### src/rtl/instruction_cache_pkg.sv
// Shared parameters, FSM state encoding and address helpers for the instruction cache.
package instruction_cache_pkg;

  localparam int unsigned ICACHE_INDEX_WIDTH = 4;

  typedef enum logic [1:0] {
    ST_IDLE     = 2'd0,
    ST_MISS     = 2'd1,
    ST_COOLDOWN = 2'd2
  } icache_state_e;

  // Only word-aligned fetches may be held in the array.
  function automatic logic is_cacheable(input logic [31:0] addr);
    return (addr[1:0] == 2'b00);
  endfunction

endpackage

### src/rtl/instruction_cache_array.sv
// Direct-mapped line storage: valid bits in resettable flops, tag/data in plain
// arrays with a combinational read port and a synchronous write port.
module icache_array
  import instruction_cache_pkg::*;
#(
  parameter int unsigned INDEX_WIDTH = ICACHE_INDEX_WIDTH,
  parameter int unsigned TAG_WIDTH   = 32 - INDEX_WIDTH - 2
) (
  input  logic                   clk_in,
  input  logic                   rst_in,
  input  logic [INDEX_WIDTH-1:0] rd_index_i,
  output logic                   rd_valid_o,
  output logic [TAG_WIDTH-1:0]   rd_tag_o,
  output logic [31:0]            rd_data_o,
  input  logic                   wr_en_i,
  input  logic [INDEX_WIDTH-1:0] wr_index_i,
  input  logic [TAG_WIDTH-1:0]   wr_tag_i,
  input  logic [31:0]            wr_data_i
);

  localparam int unsigned LINES = 32'd1 << INDEX_WIDTH;

  logic [LINES-1:0]     valid_q;
  logic [TAG_WIDTH-1:0] tag_q  [LINES];
  logic [31:0]          data_q [LINES];

  // Valid bits: only reset invalidates a line, fills set it.
  always_ff @(posedge clk_in) begin
    if (rst_in) begin
      valid_q <= '0;
    end else if (wr_en_i) begin
      valid_q[wr_index_i] <= 1'b1;
    end
  end

  // Tag and data carry no reset so they can map onto distributed RAM.
  always_ff @(posedge clk_in) begin
    if (wr_en_i) begin
      tag_q[wr_index_i]  <= wr_tag_i;
      data_q[wr_index_i] <= wr_data_i;
    end
  end

  assign rd_valid_o = valid_q[rd_index_i];
  assign rd_tag_o   = tag_q[rd_index_i];
  assign rd_data_o  = data_q[rd_index_i];

endmodule

### src/rtl/instruction_cache.sv
// Direct-mapped, word-granular instruction cache: single-cycle hits, misses
// forwarded over the memory controller's hold-until-ready handshake.
module instruction_cache
  import instruction_cache_pkg::*;
#(
  parameter int unsigned INDEX_WIDTH = ICACHE_INDEX_WIDTH
) (
  input  logic        clk_in,
  input  logic        rst_in,
  input  logic        rdy_in,
  input  logic        flush,
  input  logic        fetch_en,
  input  logic [31:0] fetch_addr,
  output logic        fetch_rdy,
  output logic [31:0] fetch_data,
  output logic        mem_en,
  output logic [31:0] mem_addr,
  input  logic        mem_rdy,
  input  logic [31:0] mem_data
);

  localparam int unsigned TAG_WIDTH = 32 - INDEX_WIDTH - 2;

  icache_state_e  state_q;
  logic           fetch_rdy_q;
  logic [31:0]    fetch_data_q;
  logic           mem_en_q;
  logic [31:0]    mem_addr_q;

  logic                 rd_valid;
  logic [TAG_WIDTH-1:0] rd_tag;
  logic [31:0]          rd_data;
  logic                 hit;
  logic                 fill_en;

  assign hit = is_cacheable(fetch_addr) && rd_valid &&
               (rd_tag == fetch_addr[31:INDEX_WIDTH+2]);

  // Fill uses the held miss address; a flush in the same cycle suppresses it.
  assign fill_en = !rst_in && rdy_in && !flush && (state_q == ST_MISS) &&
                   mem_rdy && is_cacheable(mem_addr_q);

  icache_array #(
    .INDEX_WIDTH (INDEX_WIDTH),
    .TAG_WIDTH   (TAG_WIDTH)
  ) u_array (
    .clk_in     (clk_in),
    .rst_in     (rst_in),
    .rd_index_i (fetch_addr[INDEX_WIDTH+1:2]),
    .rd_valid_o (rd_valid),
    .rd_tag_o   (rd_tag),
    .rd_data_o  (rd_data),
    .wr_en_i    (fill_en),
    .wr_index_i (mem_addr_q[INDEX_WIDTH+1:2]),
    .wr_tag_i   (mem_addr_q[31:INDEX_WIDTH+2]),
    .wr_data_i  (mem_data)
  );

  // Request FSM with registered outputs; flush outranks every transition.
  always_ff @(posedge clk_in) begin
    if (rst_in) begin
      state_q      <= ST_IDLE;
      fetch_rdy_q  <= 1'b0;
      fetch_data_q <= 32'd0;
      mem_en_q     <= 1'b0;
      mem_addr_q   <= 32'd0;
    end else if (rdy_in) begin
      if (flush) begin
        state_q     <= ST_IDLE;
        fetch_rdy_q <= 1'b0;
        mem_en_q    <= 1'b0;
      end else begin
        case (state_q)
          ST_IDLE: begin
            if (fetch_en) begin
              if (hit) begin
                fetch_data_q <= rd_data;
                fetch_rdy_q  <= 1'b1;
                state_q      <= ST_COOLDOWN;
              end else begin
                mem_en_q   <= 1'b1;
                mem_addr_q <= fetch_addr;
                state_q    <= ST_MISS;
              end
            end
          end
          ST_MISS: begin
            if (mem_rdy) begin
              fetch_data_q <= mem_data;
              fetch_rdy_q  <= 1'b1;
              mem_en_q     <= 1'b0;
              state_q      <= ST_COOLDOWN;
            end
          end
          // One dead cycle lets the requester retire a request before re-acceptance.
          ST_COOLDOWN: begin
            fetch_rdy_q <= 1'b0;
            state_q     <= ST_IDLE;
          end
          default: begin
            fetch_rdy_q <= 1'b0;
            mem_en_q    <= 1'b0;
            state_q     <= ST_IDLE;
          end
        endcase
      end
    end
  end

  assign fetch_rdy  = fetch_rdy_q;
  assign fetch_data = fetch_data_q;
  assign mem_en     = mem_en_q;
  assign mem_addr   = mem_addr_q;

endmodule
### config.mk
export PLATFORM = sky130hd
export DESIGN_NAME = instruction_cache
export DESIGN_NICKNAME = d
export VERILOG_FILES = /design/src/rtl/instruction_cache_pkg.sv /design/src/rtl/instruction_cache_array.sv /design/src/rtl/instruction_cache.sv
export SDC_FILE = /design/constraint.sdc
export NUM_CORES = 1
export LEC_CHECK = 0
export BUFFER_PORTS_ARGS = -buffer_cell sky130_fd_sc_hd__buf_2
export CELL_PAD_IN_SITES_DETAIL_PLACEMENT = 0
export CELL_PAD_IN_SITES_GLOBAL_PLACEMENT = 1
export CORE_MARGIN = 5
export CORE_UTILIZATION = 40
export CTS_CLUSTER_DIAMETER = 50
export DETAILED_ROUTE_END_ITERATION = 10
export GPL_ROUTABILITY_DRIVEN = 0
export MAX_ROUTING_LAYER = met4
export PLACE_DENSITY_LB_ADDON = 0.25
export SETUP_SLACK_MARGIN = 0.05
export SLEW_MARGIN = 15
export SYNTH_ARGS = -nofsm -noshare
export SYNTH_HDL_FRONTEND = slang
export SYNTH_SLANG_ARGS = --single-unit
### constraint.sdc
create_clock -name clk_in -period 8.35 [get_ports clk_in]
set_input_delay 0.4175 -clock clk_in [delete_from_list [all_inputs] [get_ports clk_in]]
set_output_delay 0.4175 -clock clk_in [all_outputs]
set_load 0.1 [all_outputs]
==> run metrics, run 1 <==
layout cell share with drive strength beyond 1=29.0%; crit path kind=flip-flop to flip-flop; Most used DFF post-synth=edfxtp_1; initial antenna violation count=6; CP delay by family, top=simple AND/OR/NAND/NOR gates; Lkg Pwr=14.6 nW; TritonRoute pass-1 iters=5; post-synthesis mux area share=18.3%; Worst EP required=8.63 ns; area share of fa/ha/maj cells after synthesis=0%; Hold Slack=0.0413 ns; Overall Global Routing Usage=18.9%; Crit path arrival time=4.64 ns; final setup skew=0.0241 ns; number of max-cap violations=0; PostCTS Resize Cnt=0; FFs w/ async S/R, synth=0%; row count=115; # DRC=0; most frequent cells in the layout=edfxtp_1, mux4_2, mux2i_1, buf_2, clkbuf_16; post-detail-place hpwl=52300 um; largest family of logic cells by synthesized area=multiplexers; via count=19000; H-tree levels=3; synth unique cells=56; hold_buf cts=0; Post-synth EDFFs=928; clock root cell=clkbuf_16; crit path buf inv count=1; Layout area overhead=15.4%; first-pass GRT wire length=142000 um; Synth Instances=1908; CTS Sinks=1012; Clock Latency Late Sink=0.67 ns; post-synthesis xor/xnor area fraction=0.796%; RSZ-0062 raised after global routing=false; Slew @ Worst Pin=1.13 ns; initial drt markers=1490; setup tns final=0 ns; Final Hold Viols=0; syn_area_per_cell=20.7 um^2; Net count, final=2165; worst-path fanout max=39; antenna-violating nets left=0; I/O Pins=136; Final period util=52.2%; setup bufs post-CTS=0; Worst path most repeated cell=or4b_2; worst-path cell chain=or4b_2 > or4b_2 > or3_1 > nor2_4 > buf_4; Overflow after GRT=0; routed length per instance=27.9 um; Initial Util=40.3%; Worst-path clk slew=0.06 ns; chip width=325 um; Hold Path Class=primary input to flip-flop; Max VDD drop=0.180 mV; post-route design area=0.0457 mm^2; slew margin rel.=24.6%; Post-DP Area=0.0418 mm^2; Die Area=0.105 mm^2; crit path capture type=flip-flop; status=finished clean; Final setup viols=0; Slew Limit Fails=0; Core ar.=0.0983 mm^2; slowest cell on the critical path=nor2_4; largest net degree at the start of global routing=109; Mapped Nets=1978; Achievable Freq=0.229 GHz; Syn. warnings=0; startpoint types=flip-flop; total CTS buffers=113; Seq cells post-synth=1012; CTS tree=built; Synth Area in Simple Gates=3.48%; vias in the first global route=20400; Port Buffers=135; clk buf depth=3; Worst path max stage delay=0.85 ns; synthesized area=0.0396 mm^2; part of the Yosys area used for sequential elements=74.6%; Vias/cell=5.46; Total Wirelength=97200 um; complex-gate fraction of the synthesized area=1.38%; fill count=8207; P per Cell Area=243 mW/mm^2; minimum clock period=4.36 ns; Die H=325 um; most common cell after layout, fill and taps aside=edfxtp_1
worst reg2reg max path: stages, from the launching register on:
cell and delay [ns]:
dfxtp_1 0.38, or4b_2 0.68, or4b_2 0.68, or3_1 0.49, nor2_4 0.85, buf_4 0.85
final cells by class:
cell class / instances / area (um^2) / share of cell area [%]
Tap cell: 1287 / 1610 / 3.53
Timing Repair Buffer: 172 / 996 / 2.18
Multi-Input combinational cell: 790 / 9620 / 21.1
Inverter: 6 / 23.8 / 0.0521
Antenna cell: 4 / 10.0 / 0.0219
Clock buffer: 143 / 3040 / 6.66
Sequential cell: 1012 / 29500 / 64.7
Clock inverter: 68 / 817 / 1.79
Yosys cell counts, drive strengths merged, types with 2 or more instances:
library cell	n	area [um^2]
nand2b	76	475
nor3b	3	22.5
mux2i	134	1340
nor2b	38	238
or4b	2	20.0
o21a	2	15.0
xnor2	19	166
and3	3	18.8
a211o	2	17.5
or2	2	12.5
and2	3	18.8
o211ai	5	37.5
a2bb2oi	3	26.3
nor4	3	18.8
mux4	238	5360
edfxtp	928	27900
o22ai	11	68.8
a22oi	10	75.1
mux2	49	552
nor3	13	65.1
inv	5	18.8
clkbuf	39	146
o21ba	6	60.1
nor2	81	304
a22o	4	35.0
nand3	12	60.1
or3	3	18.8
nand2	17	63.8
a21oi	7	35.0
dfxtp	84	1680
buf	61	375
a221oi	8	82.6
o21ai	4	20.0
nand4	3	18.8
xor2	17	149
worst paths after layout:
kind	start	endpoint	slack [ns]	depth (start not counted)
worst max-delay path	mem_addr[0]$_SDFFE_PP0P_	u_array.tag_q[1][16]$_DFFE_PP_	3.99	5
worst min-delay path	fetch_addr[8]	mem_addr[8]$_SDFFE_PP0P_	0.04	3
worst max register to register	mem_addr[0]$_SDFFE_PP0P_	u_array.tag_q[1][16]$_DFFE_PP_	3.99	5
worst min register to register	u_array.valid_q[14]$_SDFFE_PP0P_	u_array.valid_q[14]$_SDFFE_PP0P_	0.46	2
logic make-up (layout without fill, tap and decap cells):
group | count (synthesis) | count (layout)
AOI/OAI and AO/OA | 71 | 71
xor gates and xnor gates | 36 | 36
buffers and inverters | 106 | 389
DFF | 1012 | 1012
muxes | 421 | 421
other | 0 | 4
and+or+nand+nor | 262 | 262
flip-flops by register name, summed over array words and instances, names as in the netlist:
register,flops
fetch_data,32
fetch_rdy,1
mem_en,1
u_array.tag_q,416
mem_addr,32
state_q,2
u_array.valid_q,16
u_array.data_q,512
per-layer routing:
metal	vias up	wire (um)	GRT usage, %
li1	8178	-	-
met1	10200	42100	25.3
met2	534	47400	30.3
met3	132	5810	3.89
met4	0	1900	4.22
met5	-	0	-
metrics by stage:
stage / worst slack [ns] / instances / power, mW / utilization, %
after detailed placement: 3.42 / 3267 / 6.15 / 42.5
after CTS: 3.93 / 3478 / 11.2 / 46.5
final: 3.99 / 3482 / 11.1 / 46.5
after global placement: 3.45 / 3267 / 6.14 / 42.5
after global routing: 3.85 / 3482 / 11.5 / 46.5
after floorplan: 1.35 / 1908 / 5.98 / -
report_power, final:
group / internal, mW / switching (mW)
Clock: 3.08 / 1.99
Combinational: 0.187 / 0.303
Sequential: 5.52 / 0.0247
Total: 8.79 / 2.32
No activity file was read; power rests on OpenSTA's default activity.
==> inputs of run 2 (changes only) <==
- ABC_AREA: unset -> 1
- clock period: 8.35 -> 4.4 ns (I/O delays scaled with it)
==> run metrics, run 2 <==
status=finished clean; most common cell after layout, fill and taps aside=edfxtp_1; Core ar.=0.102 mm^2; synth unique cells=30; P per Cell Area=449 mW/mm^2; routed length per instance=23.5 um; Overall Global Routing Usage=22.3%; Most used DFF post-synth=edfxtp_1; slowest cell on the critical path=nor2_4; syn_area_per_cell=11.8 um^2; Die H=330 um; largest net degree at the start of global routing=160; Clock Latency Late Sink=0.70 ns; Worst path most repeated cell=inv_1; Layout Cells excl Fill=5088; Vias/cell=5.38; # DRC=0; crit path capture type=flip-flop; Net count, final=3689; Achievable Freq=0.312 GHz; startpoint types=flip-flop; layout cell share with drive strength beyond 1=10.9%; Area contributors post-synth=edfxtp_1, nand2_1, nor2_1; vias in the first global route=26300; Reg with most FFs=u_array.data_q; Final period util=72.8%; fill count=9199; clock root cell=clkbuf_16; Port Buffers=135; Max VDD drop=0.292 mV; H-tree levels=3; Worst-path clk slew=0.05 ns; CTS tree=built; Hold Path Class=primary input to flip-flop; Syn. warnings=0; minimum clock period=3.20 ns; largest area contributor in the netlist=edfxtp_1; synthesized area=0.0409 mm^2; Lkg Pwr=16.8 nW; Synth Instances=3464; RSZ-0062 raised after global routing=false; crit path buf inv count=4; Initial Util=40.3%; Synth top area share=68.1%; Top Registers=u_array.data_q x512, u_array.tag_q x416; first-pass GRT wire length=176000 um; initial antenna violation count=5; CP delay by family, top=simple AND/OR/NAND/NOR gates; via count=27400; Overflow after GRT=0; crit path kind=flip-flop to flip-flop; Slew Limit Fails=0; CTS Sinks=1012; top cells by count, synth=edfxtp_1, nand2_1, nor2_1; initial drt markers=2581; TritonRoute pass-1 iters=5; FFs w/ async S/R, synth=0%; worst slack at placement=0.869 ns; Die Area=0.109 mm^2; most instantiated library cell after synthesis=edfxtp_1; Final Hold Viols=0; part of the Yosys area used for sequential elements=72.3%; worst-path cell chain=inv_1 > nand2_4 > nor4_1 > inv_1 > nor3_1 > inv_1 > nor2_4 > buf_4; Slew @ Worst Pin=1.11 ns; Layout area overhead=16.4%; row count=117; post-detail-place hpwl=59500 um; PostCTS Resize Cnt=0; number of max-cap violations=0; clk buf depth=3; I/O Pins=136; final setup skew=0.0266 ns; Post-synth EDFFs=928; Final setup viols=0; Largest register FFs=512; Worst path max stage delay=0.68 ns; most frequent cells in the layout=edfxtp_1, nand2_1, nor2_1, o21ai_0, nand3_1; antenna-violating nets left=0; chip width=330 um; Mapped Nets=3534; Seq cells post-synth=1012; Crit path arrival time=3.54 ns; Total Wirelength=120000 um; final worst slack=1.20 ns; Worst EP required=4.74 ns; worst-path fanout max=22; slew margin rel.=26.1%; total CTS buffers=116; placed cell count=4808
==> run 2: changes by cell type in the layout (fill, tap and decap cells not counted), moves of 75 or more <==
cell and delta:
nor2_1 +414, nand3_1 +296, mux4_2 -238, o221ai_1 +103
inv_1 +170, nand2_1 +525, nand2b_1 -75, mux2i_1 -118
o21ai_0 +315
==> run 2: final timing paths <==
path | cells after the start | slack, ns | end | start
worst max-delay path | 8 | 1.20 | u_array.data_q[14][29]$_DFFE_PP_ | state_q[1]$_SDFFE_PP0P_
worst min-delay path | 5 | 0.08 | mem_en$_SDFFE_PP0P_ | rdy_in
worst max register to register | 8 | 1.20 | u_array.data_q[14][29]$_DFFE_PP_ | state_q[1]$_SDFFE_PP0P_
worst min register to register | 2 | 0.46 | mem_en$_SDFFE_PP0P_ | mem_en$_SDFFE_PP0P_
==> run 2: through the flow <==
stage	TNS, ns	util, %	hold slack [ns]	power [mW]	instance area (um^2)
floorplan	-2.12	-	0.319	11.6	40900
global placement	0	42.5	0.447	12.1	43200
detailed placement	0	42.5	0.453	12.1	43200
CTS	0	46.8	0.0321	21.6	47600
global route	0	46.9	0.0739	22.1	47600
finish	0	46.9	0.0841	21.4	47600
==> run 2: what timing repair did <==
action                                 4_1_cts  5_1_grt
endpoints found under the hold margin      541        0
hold buffers                                61        0
buffers inserted                             0        0
==> run 2: cells by family after synthesis <==
group	after synthesis	share of synthesized area (%)
AO/OA/AOI/OAI	627	9.03
buffers and inverters	412	4.27
flip-flops	1012	72.3
multiplexers	16	0.392
AND/OR/NAND/NOR	1397	14.1
==> run 2: cell type report <==
type / count / area, um^2 / share of cell area (%)
clock inverter: 58 / 604 / 1.27
tap: 1368 / 1710 / 3.60
timing repair buffer: 272 / 2110 / 4.43
clock buffer: 155 / 3160 / 6.65
antenna: 6 / 15.0 / 0.0315
multi-input combinational: 2040 / 9760 / 20.5
sequential: 1012 / 29500 / 62.1
inverter: 177 / 692 / 1.45
==> run 2: power breakdown <==
part           internal, mW  total [mW]  switching, mW
logic                 0.356        1.33          0.972
clock network          5.67        9.50           3.83
registers              10.5        10.6         0.0643
==> run 2: routing by layer <==
| metal | vias to the layer above | track usage, % | share of wire, % |
|---|---|---|---|
| met2 | 878 | 34.7 | 46 |
| met4 | 0 | 4.74 | 1.9 |
| met5 | - | - | 0 |
| met1 | 13600 | 31.2 | 46 |
| li1 | 12700 | - | - |
| met3 | 185 | 3.73 | 6.2 |
==> run 2: worst register-to-register path: cells and delay by family (launching register included) <==
kind / cells / cell delay (ns)
buffers and inverters: 4 / 0.95
DFF: 1 / 0.33
and+or+nand+nor: 4 / 1.56
